===== src/rtl/player_pkg.sv =====
// player_pkg: shared FSM states, button codes and screen defaults for player_mover
package player_pkg;
  typedef enum logic [1:0] {IDLE = 2'd0, HOLD = 2'd1, REPEAT = 2'd2, DEAD = 2'd3} state_t;
  localparam logic [3:0] BTN_U = 4'd8;
  localparam logic [3:0] BTN_D = 4'd4;
  localparam logic [3:0] BTN_R = 4'd2;
  localparam logic [3:0] BTN_L = 4'd1;
  localparam int DEF_SCREEN_W = 640;
  localparam int DEF_SCREEN_H = 480;
  function automatic int cnt_bits(input int a, input int b, input int c);
    int m;
    m = a > b ? a : b;
    m = m > c ? m : c;
    return m < 2 ? 1 : $clog2(m);
  endfunction
endpackage


===== src/rtl/player_step_calc.sv =====
// player_step_calc: next position on one axis after a single step, wrapping or clamping at the edges
module player_step_calc #(
  parameter int POS_W = 12,
  parameter int STEP  = 12
) (
  input  logic [POS_W-1:0] i_pos,
  input  logic [POS_W-1:0] i_size,
  input  logic [POS_W-1:0] i_limit,
  input  logic             i_inc,
  input  logic             i_wrap,
  output logic [POS_W-1:0] o_pos
);
  logic [POS_W:0] w_pos, w_size, w_lim, w_step, w_dec, w_inc;
  assign w_pos  = {1'b0, i_pos};
  assign w_size = {1'b0, i_size};
  assign w_lim  = {1'b0, i_limit};
  assign w_step = (POS_W+1)'(STEP);
  assign w_dec  = w_pos >= w_step ? w_pos - w_step : (i_wrap ? w_lim - w_size : '0);
  assign w_inc  = w_pos + w_size + w_step <= w_lim ? w_pos + w_step : (i_wrap ? '0 : w_lim - w_size);
  assign o_pos  = POS_W'(i_inc ? w_inc : w_dec);
endmodule


===== src/rtl/player_mover.sv =====
// player_mover: player rectangle position controller with stepping, edge wrap/clamp, trap death and timed respawn; auto-repeat enabled by PLAYER_MOVER_REPEAT_EN
module player_mover
  import player_pkg::*;
#(
  parameter int SCREEN_W       = DEF_SCREEN_W,
  parameter int SCREEN_H       = DEF_SCREEN_H,
  parameter int POS_W          = 12,
  parameter int STEP           = 12,
  parameter int REPEAT_DELAY   = 8,
  parameter int REPEAT_PERIOD  = 2,
  parameter int RESPAWN_CYCLES = 16
) (
  input  logic             btnClk,
  input  logic             rst,
  input  logic             playerDisable,
  input  logic             wrapMode,
  input  logic             upEnable,
  input  logic             downEnable,
  input  logic             leftEnable,
  input  logic             rightEnable,
  input  logic [3:0]       btns,
  input  logic [POS_W-1:0] hStartPos,
  input  logic [POS_W-1:0] vStartPos,
  input  logic [POS_W-1:0] objWidth,
  input  logic [POS_W-1:0] objHeight,
  output logic [POS_W-1:0] hPos,
  output logic [POS_W-1:0] vPos,
  output logic             moving,
  output logic             player_dead,
  output logic             dead,
  output logic [1:0]       state_o
);
  localparam int CNT_W = cnt_bits(REPEAT_DELAY, REPEAT_PERIOD, RESPAWN_CYCLES);
  state_t r_state, w_state_n;
  logic [POS_W-1:0] r_hpos, r_vpos, w_hnext, w_vnext;
  logic [CNT_W-1:0] r_dead_cnt;
  logic r_moving, r_player_dead, w_valid, w_trap, w_step, w_respawn, w_vert;
`ifdef PLAYER_MOVER_REPEAT_EN
  logic [CNT_W-1:0] r_rep_cnt, w_rep_cnt_n;
  logic [3:0] r_btn;
`endif
  assign w_valid = !playerDisable && ((btns == BTN_U && upEnable) || (btns == BTN_D && downEnable) ||
                                      (btns == BTN_R && rightEnable) || (btns == BTN_L && leftEnable));
  assign w_trap  = r_state != DEAD && !(upEnable || downEnable || leftEnable || rightEnable);
  assign w_vert  = btns[3] | btns[2];
  player_step_calc #(.POS_W(POS_W), .STEP(STEP)) u_h (
    .i_pos(r_hpos), .i_size(objWidth), .i_limit(POS_W'(SCREEN_W)),
    .i_inc(btns == BTN_R), .i_wrap(wrapMode), .o_pos(w_hnext)
  );
  player_step_calc #(.POS_W(POS_W), .STEP(STEP)) u_v (
    .i_pos(r_vpos), .i_size(objHeight), .i_limit(POS_W'(SCREEN_H)),
    .i_inc(btns == BTN_D), .i_wrap(wrapMode), .o_pos(w_vnext)
  );
  // next state, step request and respawn; trap outranks any press
  always_comb begin
    w_state_n = r_state;
    w_step    = 1'b0;
    w_respawn = 1'b0;
`ifdef PLAYER_MOVER_REPEAT_EN
    w_rep_cnt_n = r_rep_cnt;
`endif
    if (r_state == DEAD) begin
      w_respawn = RESPAWN_CYCLES != 0 && r_dead_cnt == CNT_W'(RESPAWN_CYCLES - 1);
      w_state_n = w_respawn ? IDLE : DEAD;
    end else if (w_trap) begin
      w_state_n = DEAD;
    end else begin
`ifdef PLAYER_MOVER_REPEAT_EN
      if (r_state == IDLE) begin
        w_step      = w_valid;
        w_state_n   = w_valid ? HOLD : IDLE;
        w_rep_cnt_n = '0;
      end else if (!w_valid) begin
        w_state_n   = IDLE;
        w_rep_cnt_n = '0;
      end else if (btns != r_btn) begin
        w_step      = 1'b1;
        w_state_n   = HOLD;
        w_rep_cnt_n = '0;
      end else if (r_rep_cnt == CNT_W'(r_state == HOLD ? REPEAT_DELAY - 1 : REPEAT_PERIOD - 1)) begin
        w_step      = 1'b1;
        w_state_n   = REPEAT;
        w_rep_cnt_n = '0;
      end else begin
        w_rep_cnt_n = r_rep_cnt + 1'b1;
      end
`else
      w_step = w_valid;
`endif
    end
  end
  // state, position, dead timer and registered pulses
  always_ff @(posedge btnClk) begin
    if (rst) begin
      r_state       <= IDLE;
      r_hpos        <= hStartPos;
      r_vpos        <= vStartPos;
      r_dead_cnt    <= '0;
      r_moving      <= 1'b0;
      r_player_dead <= 1'b0;
    end else begin
      r_state       <= w_state_n;
      r_dead_cnt    <= r_state == DEAD ? r_dead_cnt + 1'b1 : '0;
      r_moving      <= w_step;
      r_player_dead <= w_trap;
      if (w_respawn) begin
        r_hpos <= hStartPos;
        r_vpos <= vStartPos;
      end else if (w_step) begin
        if (w_vert) r_vpos <= w_vnext;
        else r_hpos <= w_hnext;
      end
    end
  end
`ifdef PLAYER_MOVER_REPEAT_EN
  // auto-repeat counter and the direction currently being held
  always_ff @(posedge btnClk) begin
    r_rep_cnt <= rst ? '0 : w_rep_cnt_n;
    r_btn     <= rst ? '0 : (w_step ? btns : r_btn);
  end
`endif
  assign hPos        = r_hpos;
  assign vPos        = r_vpos;
  assign moving      = r_moving;
  assign player_dead = r_player_dead;
  assign dead        = r_state == DEAD;
  assign state_o     = r_state;
endmodule

===== config.mk =====
export PLATFORM = sky130hd
export DESIGN_NAME = player_mover
export DESIGN_NICKNAME = d
export VERILOG_FILES = /design/src/rtl/player_pkg.sv /design/src/rtl/player_step_calc.sv /design/src/rtl/player_mover.sv
export SDC_FILE = /design/constraint.sdc
export NUM_CORES = 1
export LEC_CHECK = 0
export BUFFER_PORTS_ARGS = -buffer_cell sky130_fd_sc_hd__buf_2
export CAP_MARGIN = 20
export CORE_MARGIN = 10
export CORE_UTILIZATION = 25
export DETAILED_ROUTE_END_ITERATION = 6
export PLACE_DENSITY_LB_ADDON = 0.3
export SLEW_MARGIN = 20
export SYNTH_ARGS = -nofsm -noshare
export SYNTH_HDL_FRONTEND = slang
export SYNTH_SLANG_ARGS = --single-unit

===== constraint.sdc =====
create_clock -name btnClk -period 8.5 [get_ports btnClk]
set_clock_uncertainty 0.2 [all_clocks]
set_input_delay 0.425 -clock btnClk [delete_from_list [all_inputs] [get_ports btnClk]]
set_output_delay 0.425 -clock btnClk [all_outputs]
set_load 0.02 [all_outputs]

# Word level (Yosys, flattened, before mapping)
# Cells that the tools add are included.
[classes]
shifts = 0
n_eq_ne = 8
div_mod_pow = 0
add_sub_neg = 11
multipliers = 0
n_lt_le_gt_ge = 4
muxes = 24
bitwise = 2
n_reduce_logical = 20
[ops]
columns = ["operator", "n"]
rows = [
  ["two-way mux 12 bit", 18],
  ["adder 12 x 12 -> 13 bit", 2],
  ["adder 13 x 4 -> 13 bit, second input constant", 2],
  ["adder 12 x 4 -> 12 bit, second input constant", 2],
  ["greater-or-equal comparator 12 x 4 -> 1 bit, second input constant", 2],
  ["subtractor 12 x 4 -> 12 bit, second input constant", 2],
  ["<= comparator 13 x 10 -> 1 bit, second input constant", 1],
  ["<= comparator 13 x 9 -> 1 bit, second input constant", 1],
  ["subtractor 10 x 12 -> 12 bit, first input constant", 1],
  ["subtractor 9 x 12 -> 12 bit, first input constant", 1],
  ["== test 4 bit, second input constant", 2],
  ["logical AND 1 bit", 6],
  ["logical OR 1 bit", 6],
  ["two-way mux 2 bit", 3],
  ["nonzero test 3 bit", 2],
  ["adder 4 x 1 -> 4 bit, second input constant", 1],
  ["== test 4 x 1 -> 1 bit, second input constant", 1],
  ["== test 4 x 2 -> 1 bit, second input constant", 1],
  ["== test 4 x 3 -> 1 bit, second input constant", 1],
  ["AND reduction 2 bit", 2],
  ["two-way mux 1 bit", 3],
  ["!= test 3 bit, second input constant", 1],
  ["== test 2 bit, second input constant", 1],
  ["logical NOT 1 bit", 2],
  ["other kinds (5)", 5],
]
[word_totals]
input_bits = 60
mem_count = 0
romBits = 0
regBits = 32
latch_bits = 0
wordCells = 75
ram_bits = 0

# Longest topological paths before layout
# Gate-level depths: netlist (run 1).
[depth]
depth_word = 11
depth_mapped = 14
ltp_nobuf = 12

# Hierarchy
# From an unflattened synthesis (run 1), not the netlist that was laid out.
[unflattened]
hier_cells = 761
area_unflattened_um2 = 5860.6
[by_module_without_submodules]
columns = ["module", "n_inst", "cells_per_inst", "area_per_inst_um2"]
rows = [
  ["player_step_calc (u_h)", 1, 320, 2267.2],
  ["player_step_calc (u_v)", 1, 297, 2192.1],
  ["player_mover", 1, 144, 1401.3],
]

# Least setup slack after synthesis (run 1)
# Ideal clock, no wire load.
[synth_path]
path_type = "reg2reg"
start = "reg, netlist name vPos[2]"
end = "reg r_vpos[0] (netlist: vPos[0]) (enable)"
path_buffers = 2
setup_time_ns = 0.249
synth_period_minus_slack_ns = 3.652
arrival_ns = 3.203
stages_incl_launch_ff = 14
slack_ns = 4.848
cell_sequence = "edfxtp_1 inv_1 ha_1 fa_1 nand2b_1 a21oi_1 o221ai_1 o211ai_1 o31ai_1 nor4_1 buf_2 buf_2 o21ai_0 and2_1"
[synth_rtl]
columns = ["item", "line_no", "source"]
rows = [
  ["end signal, assigned", "player_mover.sv:97", "r_vpos <= vStartPos;"],
  ["end signal, assigned", "player_mover.sv:108", "r_vpos <= vStartPos;"],
  ["end signal, assigned", "player_mover.sv:110", "if (w_vert) r_vpos <= w_vnext;"],
  ["end, declared", "player_mover.sv:35", "logic [POS_W-1:0] r_hpos, r_vpos, w_hnext, w_vnext;"],
]

# Worst setup path in the final report (run 1)
[layout_path]
start = "reg r_hpos[2] (netlist: hPos[2])"
end = "reg r_hpos[7] (netlist: hPos[7]), data pin"
[layout_between]
elab_chain_cells = 9
word_cells_on_any_way = 13
cone_classes = "4 x add/sub; 2 x order compare; 7 x mux"
[layout_rtl]
columns = ["item", "line_no", "source"]
rows = [
  ["start, declared", "player_mover.sv:35", ""],
  ["start signal, assigned", "player_mover.sv:96", "r_hpos <= hStartPos;"],
  ["start signal, assigned", "player_mover.sv:107", "r_hpos <= hStartPos;"],
  ["start signal, assigned", "player_mover.sv:111", "else r_hpos <= w_hnext;"],
  ["adder 12 x 12 -> 13 bit", "player_step_calc.sv:19", "assign w_inc = w_pos + w_size + w_step <= w_lim ? w_pos + w_step : (i_wrap ? '0 : w_lim - w_size);"],
  ["adder 13 x 4 -> 13 bit", "player_step_calc.sv:19", ""],
  ["<= comparator 13 x 10 -> 1 bit", "player_step_calc.sv:19", ""],
  ["two-way mux 12 bit", "player_step_calc.sv:19", ""],
  ["two-way mux 12 bit *", "player_step_calc.sv:20", "assign o_pos = POS_W'(i_inc ? w_inc : w_dec);"],
  ["two-way mux 12 bit *", "player_mover.sv:110", ""],
  ["two-way mux 12 bit *", "player_mover.sv:109", "end else if (w_step) begin"],
  ["two-way mux 12 bit *", "player_mover.sv:106", "if (w_respawn) begin"],
  ["two-way mux 12 bit *", "player_mover.sv:94", "if (rst) begin"],
]
# Every way passes the cells marked *; elsewhere a longest branch is shown, timed or not. The select of a mux whose other input is x is not followed.
# A chain may end at the register's enable or synchronous reset.

==> flow_metrics.py, run 1 <==
metrics = {
    "outcome": {
        "outcome": "finished, final reports clean",
    },
    "timing": {
        "whs_ps": 178,
        "finalCritPeriodShare": 0.470,
        "max_slew_margin": 0.455,
        "rsz0062_at_grt": "false",
        "tightest_slew_ps": 811,
        "setup_ws_ps": 4510,
        "hold_viol": 0,
        "layout_min_cycle_time_ps": 3990,
        "fmax_mhz": 250,
        "drv_slew": 0,
        "fin_setup_tns_ps": 0,
        "setup_viol": 0,
    },
    "worst_hold_path": {
        "holdCritStartpoint": "rst",
        "hp-class": "in2reg",
        "whs_path_depth": 2,
        "hold_end": "moving",
    },
    "worst_setup_path": {
        "path_class": "reg2reg",
        "ff2ff_path_depth": 12,
        "r2r_slack_ps": 4510,
        "worst-path-buf-inv": 2,
        "cp_slowest_stage_delay_ps": 630,
        "cp_max_fo": 12,
        "required_ps": 8320,
        "path_delay_family": "compound AO/OA/AOI/OAI gates",
        "timing.rr.start": "hPos[2]",
        "crit_slowest_cell": "a2111o_1",
        "crit_chain": "inv_1 > ha_1 > inv_1 > ha_1 > a211oi_2 > o211ai_1 > a41oi_1 > nor3_1 > a31o_2 > a2111o_1 > a21oi_2 > o211ai_1",
        "worstPathArrival_ps": 3810,
        "startpoint_type": "flop",
        "r2r-end": "hPos[7]",
        "cp-end-kind": "flop",
    },
    "detailed_routing": {
        "dr.pass1.iters": 4,
        "drt-initial-drc-count": 304,
        "viasPerCell": 5.11,
        "drt_wl_total_mm": 14.1,
        "drc": 0,
        "vias": 4361,
        "post_drt_wl_per_cell_um": 16.5,
        "ant_nets": 0,
    },
    "clock_tree": {
        "clkSlewWorstSetupHoldPaths_ps": 60,
        "cts_setup_buffers": 0,
        "cts_sinks": 31,
        "htree_num_levels": 2,
        "clockRootBuffer": "clkbuf_16",
        "cts_buffer_depth": 2,
        "worstSkewPairLatency_ps": 270,
        "holdBufCountCts": 0,
        "ctsResizeCount": 0,
        "cts_tree": "done",
        "cts_made_buffers": 5,
    },
    "synth": {
        "yosys_warnings": 0,
        "synthSimpleGateAreaFrac": 0.219,
        "synthCells": 546,
        "synth_area_um2": 4390,
        "synth_compound_gate_area_share": 0.234,
        "synthAdderAreaFrac": 0.160,
        "synth_top_family_by_area": "compound AO/OA/AOI/OAI gates",
        "syn-num-nets": 661,
        "synthFlopType": "edfxtp_1",
        "synth_area_leaders": "edfxtp_1 (16%), ha_1 (15%), xor2_1 (6.0%)",
        "ys_seq_area_frac": 0.196,
        "ys_ff_latch": 31,
        "synth_xor_xnor_area_share": 0.116,
        "yosys-mux-area-fraction": 0.0279,
        "avgSynthCellArea_um2": 8.05,
        "synth_edf_count": 24,
        "yosys.area.top_type": "edfxtp_1",
        "async_reset_ff_frac": 0,
        "ys_types": 74,
        "synth_top_area_share": 0.164,
    },
    "placed_design": {
        "port_buffers": 88,
        "dp.cells": 845,
        "pre_cts_ws_ps": 4490,
        "gp_congestion": 0.894,
        "place_area_um2": 5080,
        "place_hpwl_mm": 11.4,
    },
    "grt": {
        "grt_usage": 0.117,
        "grt_max_degree": 28,
        "antenna_found_initial": 0,
        "grt_pass1_vias": 4361,
        "grt_pass1_wl_mm": 22.9,
        "grt_remaining_overflow": 0,
    },
    "floorplanning": {
        "die_w_um": 153,
        "die_area_um2": 23300,
        "die_h_um": 153,
        "pin_count": 89,
        "rows": 48,
        "start_util": 0.255,
        "coreArea_um2": 17200,
    },
    "layout": {
        "drive_gt1_frac": 0.189,
        "fin_area_um2": 5240,
        "n_antenna_cell": 0,
        "utilization": 0.304,
        "nets": 742,
        "fin_cells": 853,
        "synthToLayoutAreaGrowth_pct": 19.2,
    },
    "power": {
        "leakage_nw": 2.18,
        "combPwrFrac": 0.455,
        "power.share.sequential": 0.282,
        "p_sw_mw": 0.285,
        "vdd_ir_drop_max_mv": 0.0590,
        "p_int_mw": 0.445,
        "power.density_nw_per_um2": 139,
        "clock_power_share": 0.263,
        "power_mw": 0.730,
        "swShare": 0.391,
    },
    "flow_run": {
        "max_cap_viol_count": 0,
    },
}
==> logic make-up after synthesis <==
family          after synthesis
compound gates              155
flops                        31
xor+xnor                     58
simple gates                185
fa+ha+maj                    55
mux                          12
buf+inv                      50
==> worst max-delay path by stage <==
stage,start,endpoint,slack (ps),cells past startpoint
floorplan,vPos[2],vPos[0],4850,13
global placement,hPos[2],hPos[7],4530,12
detailed placement,hPos[2],hPos[7],4490,12
CTS,hPos[2],hPos[7],4490,12
global route,hPos[2],hPos[7],4210,12
finish,hPos[2],hPos[7],4510,12
==> area by class of cell <==
cell class | instances | area (um^2)
clock buffers | 8 | 156
fillers | 1885 | 12000
inverters | 31 | 116
multi-input cells | 465 | 3340
flip-flops and latches | 31 | 861
well taps | 225 | 282
repair buffers | 93 | 478
==> sequential cells by signal, summed over array words and instances, names as in the netlist <==
name and count:
player_dead 1, r_dead_cnt 4, vPos 12, state_o 1, hPos 12, moving 1
==> synth_stat cells, types with 3 or more instances <==
cell       count
or3_1          7
mux2i_1       10
a22o_1         3
edfxtp_1      24
or2_2          3
o31ai_1        3
nor3b_1        4
inv_1         31
nand2_1       29
clkbuf_1       9
a31oi_1        4
xor2_1        30
nor3_1        20
o211ai_1       7
a21o_1         4
a21oi_1       32
and3_1         7
buf_2          4
or4_1          6
o21a_1         4
nor2_1        55
o21ai_1        5
o221ai_1       4
xnor2_1       28
a21boi_0       3
a22oi_1        9
buf_4          3
nand2b_1       4
ha_1          53
dfxtp_1        7
o22ai_1        5
nor4b_1        5
nand3_1       19
o21ai_0       40
nand3b_1       7
nor2b_1        7
o2111ai_1      3
a211oi_1       3
==> power by group through the flow <==
stage | clock network [mW] | logic [mW] | registers (mW)
4_1_cts | 0.195 | 0.333 | 0.206
6_report | 0.192 | 0.332 | 0.206
2_1_floorplan | 0 | 0.237 | 0.208
3_3_place_gp | 0 | 0.333 | 0.209
3_5_place_dp | 0 | 0.331 | 0.208
5_1_grt | 0.201 | 0.374 | 0.210
==> routing by layer <==
metal  global-route usage  share of wire  up-vias
met1                0.154           0.47     2039
met5                    0              0        -
met3               0.0294          0.070        6
met2                0.191           0.45      112
met4               0.0168         0.0054        0
li1                     -              -     2204
==> cells in the final DEF (no fill, tap or decap), drive strengths merged, types with 5 or more instances in the layout <==
master and instances:
nand2 29, nor2b 7, or2 5, xnor2 28, ha 53, and3 7, dfxtp 7, a21oi 33
nor4b 5, o21ai 46, xor2 30, a22oi 9, mux2i 10, inv 31, or4 6, or3 8
clkbuf 8, edfxtp 24, nor2 55, o211ai 7, nand3b 7, nor3 20, buf 93, nand3 19
o22ai 5
Note: power is estimated with default switching activity, not from simulation.
==> run 2, diff against run 1 <==
clock period = 3.8 ns   (was 8.5 ns; I/O delays follow)
==> flow_metrics.py, run 2 (same netlist as run 1, synthesis figures left out) <==
metrics = {
    "outcome": {
        "outcome": "finished, final reports clean",
    },
    "timing": {
        "finalCritPeriodShare": 0.945,
        "fin_setup_tns_ps": 0,
        "setup_viol": 0,
        "hold_viol": 0,
        "fmax_mhz": 278,
        "drv_slew": 0,
        "tightest_slew_ps": 817,
        "max_slew_margin": 0.451,
        "rsz0062_at_grt": "true",
        "layout_min_cycle_time_ps": 3590,
    },
    "worst_setup_path": {
        "worst-path-buf-inv": 2,
        "path_class": "reg2reg",
        "worstPathArrival_ps": 3430,
        "cp_max_fo": 21,
        "cp_slowest_stage_delay_ps": 420,
        "required_ps": 3640,
        "crit_slowest_cell": "fa_1",
        "startpoint_type": "flop",
        "cp-end-kind": "flop",
        "crit_chain": "ha_1 > ha_1 > inv_1 > fa_1 > nand2b_1 > a21oi_2 > o221ai_2 > a21oi_2 > xor2_1 > nor4_2 > buf_12 > nor4b_1 > a311o_1",
        "path_delay_family": "compound AO/OA/AOI/OAI gates",
    },
    "power": {
        "power.density_nw_per_um2": 316,
        "vdd_ir_drop_max_mv": 0.142,
        "power_mw": 1.74,
        "leakage_nw": 2.33,
    },
    "worst_hold_path": {
        "hp-class": "in2reg",
    },
    "clock_tree": {
        "cts_sinks": 31,
        "cts_tree": "done",
        "worstSkewPairLatency_ps": 290,
        "clkSlewWorstSetupHoldPaths_ps": 50,
        "cts_buffer_depth": 2,
        "cts_made_buffers": 5,
        "htree_num_levels": 2,
        "cts_setup_buffers": 0,
        "clockRootBuffer": "clkbuf_16",
    },
    "layout": {
        "synthToLayoutAreaGrowth_pct": 25.5,
        "fillers": 1855,
        "drive_gt1_frac": 0.223,
        "n_antenna_cell": 0,
        "fin_area_um2": 5520,
        "nets": 770,
        "mostFrequentLayoutCell": "buf_2",
        "final_cell_mix": "buf_2 (88), nor2_1 (55), ha_1 (53), o21ai_0 (39), inv_1 (31)",
        "fin_cells": 881,
    },
    "grt": {
        "grt_pass1_wl_mm": 23.5,
        "antenna_found_initial": 0,
        "grt_remaining_overflow": 0,
        "grt_usage": 0.123,
        "grt_max_degree": 28,
        "grt_pass1_vias": 4437,
    },
    "placed_design": {
        "gp_congestion": 0.896,
        "port_buffers": 88,
        "place_area_um2": 5270,
        "dp.cells": 868,
        "place_hpwl_mm": 12.0,
    },
    "floorplanning": {
        "start_util": 0.255,
        "coreArea_um2": 17200,
        "die_w_um": 153,
        "die_h_um": 153,
        "rows": 48,
        "die_area_um2": 23300,
        "pin_count": 89,
    },
    "detailed_routing": {
        "vias": 4539,
        "viasPerCell": 5.15,
        "drt_wl_total_mm": 15.0,
        "ant_nets": 0,
        "post_drt_wl_per_cell_um": 17.0,
        "drt-initial-drc-count": 313,
        "drc": 0,
        "dr.pass1.iters": 5,
    },
    "flow_run": {
        "max_cap_viol_count": 0,
    },
}
[run 2: area by class of cell]
type                       count  area [um^2]  area share
multi-input combinational    465         3370       0.611
sequential                    31          861       0.156
timing repair buffer         121          726       0.132
tap                          225          282      0.0510
clock buffer                   5          125      0.0227
inverter                      31          116      0.0211
clock inverter                 3         38.8     0.00703
[run 2: layer usage]
layer	GRT usage	part of all wire	vias up	wire (um)
li1	-	-	2249	-
met1	0.163	0.48	2158	7190
met2	0.196	0.45	125	6720
met3	0.0330	0.065	7	981
met4	0.0209	0.0063	0	95
met5	0	0	-	0
[run 2: worst paths after layout]
path / start / to / slack, ps / cells after the start
min: vStartPos[1] / vPos[1] / 9 / 2
max: vPos[1] / vPos[2] / 210 / 13
min reg2reg: r_dead_cnt[0] / r_dead_cnt[0] / 250 / 1
max reg2reg: vPos[1] / vPos[2] / 210 / 13
[run 2: timing repair]
| action | in CTS | in global routing |
|---|---|---|
| hold buffers | 5 | 0 |
| resized for setup | 0 | 7 |
| setup endpoints to repair | 0 | 19 |
| hold endpoints to repair | 6 | 0 |
[run 2: stage by stage]
stage / worst slack, ps / hold WS (ps) / utilization
6_report: 208 / 8.52 / 0.320
2_1_floorplan: 148 / 62.4 / -
4_1_cts: 117 / 3.30 / 0.318
3_5_place_dp: 136 / 230 / 0.306
3_3_place_gp: 158 / 229 / 0.306
5_1_grt: -18.6 / 9.90 / 0.320
[run 2: report_power, final]
part	total [mW]	internal, mW	switching, mW	leakage (nW)
clock	0.471	0.306	0.165	0.0812
combinational	0.856	0.365	0.491	1.95
sequential	0.416	0.398	0.0178	0.294
total	1.74	1.07	0.673	2.33
==> run 3, diff against run 2 <==
CORE_UTILIZATION = 40   (was 25)
==> flow_metrics.py, run 3 (same netlist as run 1, synthesis figures left out) <==
metrics = {
    "worst_setup_path": {
        "startpoint_type": "flop",
        "path_class": "reg2reg",
        "cp_max_fo": 5,
        "worstPathArrival_ps": 3600,
        "cp_slowest_stage_delay_ps": 530,
        "crit_chain": "ha_1 > ha_2 > inv_1 > fa_2 > nor2b_2 > o22ai_1 > xor2_1 > nand4_1 > a31o_1 > a2111o_1 > buf_4 > mux2_2 > o21ai_1",
        "required_ps": 3730,
        "crit_slowest_cell": "a2111o_1",
        "cp-end-kind": "flop",
    },
    "layout": {
        "n_antenna_cell": 0,
        "nets": 770,
        "register_area_um2": 861,
        "multi_input_area_um2": 3420,
        "mostFrequentLayoutCell": "buf_2",
        "utilization": 0.498,
        "drive_gt1_frac": 0.242,
        "synthToLayoutAreaGrowth_pct": 22.4,
        "final_cell_mix": "buf_2 (88), nor2_1 (55), ha_1 (51), o21ai_0 (39), inv_1 (31)",
        "fillers": 1047,
    },
    "floorplanning": {
        "die_h_um": 125,
        "start_util": 0.407,
        "rows": 38,
        "die_area_um2": 15600,
        "coreArea_um2": 10800,
        "pin_count": 89,
        "die_w_um": 125,
    },
    "flow_run": {
        "max_cap_viol_count": 0,
    },
    "grt": {
        "grt_usage": 0.169,
        "grt_remaining_overflow": 0,
        "grt_pass1_vias": 4684,
        "grt_pass1_wl_mm": 22.6,
        "antenna_found_initial": 0,
        "grt_max_degree": 28,
    },
    "clock_tree": {
        "clockRootBuffer": "clkbuf_8",
        "clkSlewWorstSetupHoldPaths_ps": 70,
        "worstSkewPairLatency_ps": 280,
        "cts_buffer_depth": 2,
        "cts_made_buffers": 5,
        "cts_sinks": 31,
        "cts_tree": "done",
        "htree_num_levels": 2,
    },
    "detailed_routing": {
        "drc": 0,
        "drt_wl_total_mm": 14.4,
        "vias": 4665,
        "viasPerCell": 5.86,
        "dr.pass1.iters": 5,
        "drt-initial-drc-count": 314,
        "ant_nets": 0,
        "post_drt_wl_per_cell_um": 18.0,
    },
    "timing": {
        "drv_slew": 0,
        "max_slew_margin": 0.469,
        "layout_min_cycle_time_ps": 3660,
        "rsz0062_at_grt": "false",
        "setup_viol": 0,
        "hold_viol": 0,
        "finalCritPeriodShare": 0.964,
        "fmax_mhz": 273,
        "tightest_slew_ps": 791,
        "fin_setup_tns_ps": 0,
    },
    "placed_design": {
        "port_buffers": 88,
        "gp_congestion": 0.946,
        "place_hpwl_mm": 11.3,
    },
    "worst_hold_path": {
        "hp-class": "in2reg",
    },
    "power": {
        "leakage_nw": 2.31,
        "vdd_ir_drop_max_mv": 0.112,
        "power.density_nw_per_um2": 293,
    },
    "outcome": {
        "outcome": "finished, final reports clean",
    },
}
-- run 3: changes by cell type in the layout (fill, tap and decap cells not counted), sizes merged --
cell,before,now
buf,116,117
clkinv,2,1
inv,31,33
bufbuf,0,1
bufinv,1,0
dlygate4sd3,5,3
-- run 3: power by group --
| part | internal (mW) | leakage, nW | switching, mW |
|---|---|---|---|
| combinational | 0.384 | 1.96 | 0.509 |
| clock | 0.128 | 0.0488 | 0.140 |
| sequential | 0.397 | 0.294 | 0.0194 |
| total | 0.910 | 2.31 | 0.668 |
-- run 3: per-layer routing --
metal  wire [um]  global-route usage  up-vias
met2        7250               0.306      188
met3         923              0.0277       24
met4         290              0.0495        0
met1        5900               0.200     2201
met5           0                   0        -
li1            -                   -     2252
-- run 3: worst paths after layout --
kind | start | cells past startpoint | slack [ps] | end
max | hPos[1] | 13 | 140 | hPos[3]
min | vStartPos[0] | 2 | 0.4 | vPos[0]
max reg2reg | hPos[1] | 13 | 140 | hPos[3]
min reg2reg | r_dead_cnt[0] | 1 | 270 | r_dead_cnt[0]
-- run 3: layout make-up --
cell class                 instances  share of cell area
multi-input combinational        465               0.635
tap                              140              0.0326
sequential                        31               0.160
clock inverter                     3             0.00326
timing repair buffer             121               0.135
clock buffer                       5              0.0128
inverter                          31              0.0216
-- run 3: repair_timing --
action / 4_1_cts / 5_1_grt
setup endpoints to repair: 0 / 23
gates resized for setup: 0 / 21
endpoints found under the hold margin: 4 / 0
hold buffers: 3 / 0
buffers inserted: 0 / 2
-- run 3: through the flow --
stage                     hold slack [ps]  cells  power [mW]  setup WS (ps)  cell area [um^2]
after floorplan                      62.4    546       0.996            148              4390
after global placement                211    783        1.23            170              5150
after detailed placement              222    783        1.25           30.3              5150
after CTS                            2.49    794        1.52           5.08              5270
after global routing                 18.8    796        1.68         0.0191              5380
final                               0.375    796        1.58            136              5380
-- run 3: worst max-delay path, delay by kind of cell (launching register included) --
kind / cells / cell delay (ps)
and+or+nand+nor: 2 / 320
muxes: 1 / 260
adders and majority gates: 3 / 880
AOI/OAI and AO/OA: 4 / 1020
DFF: 1 / 420
buffers and inverters: 2 / 260
xor gates and xnor gates: 1 / 160
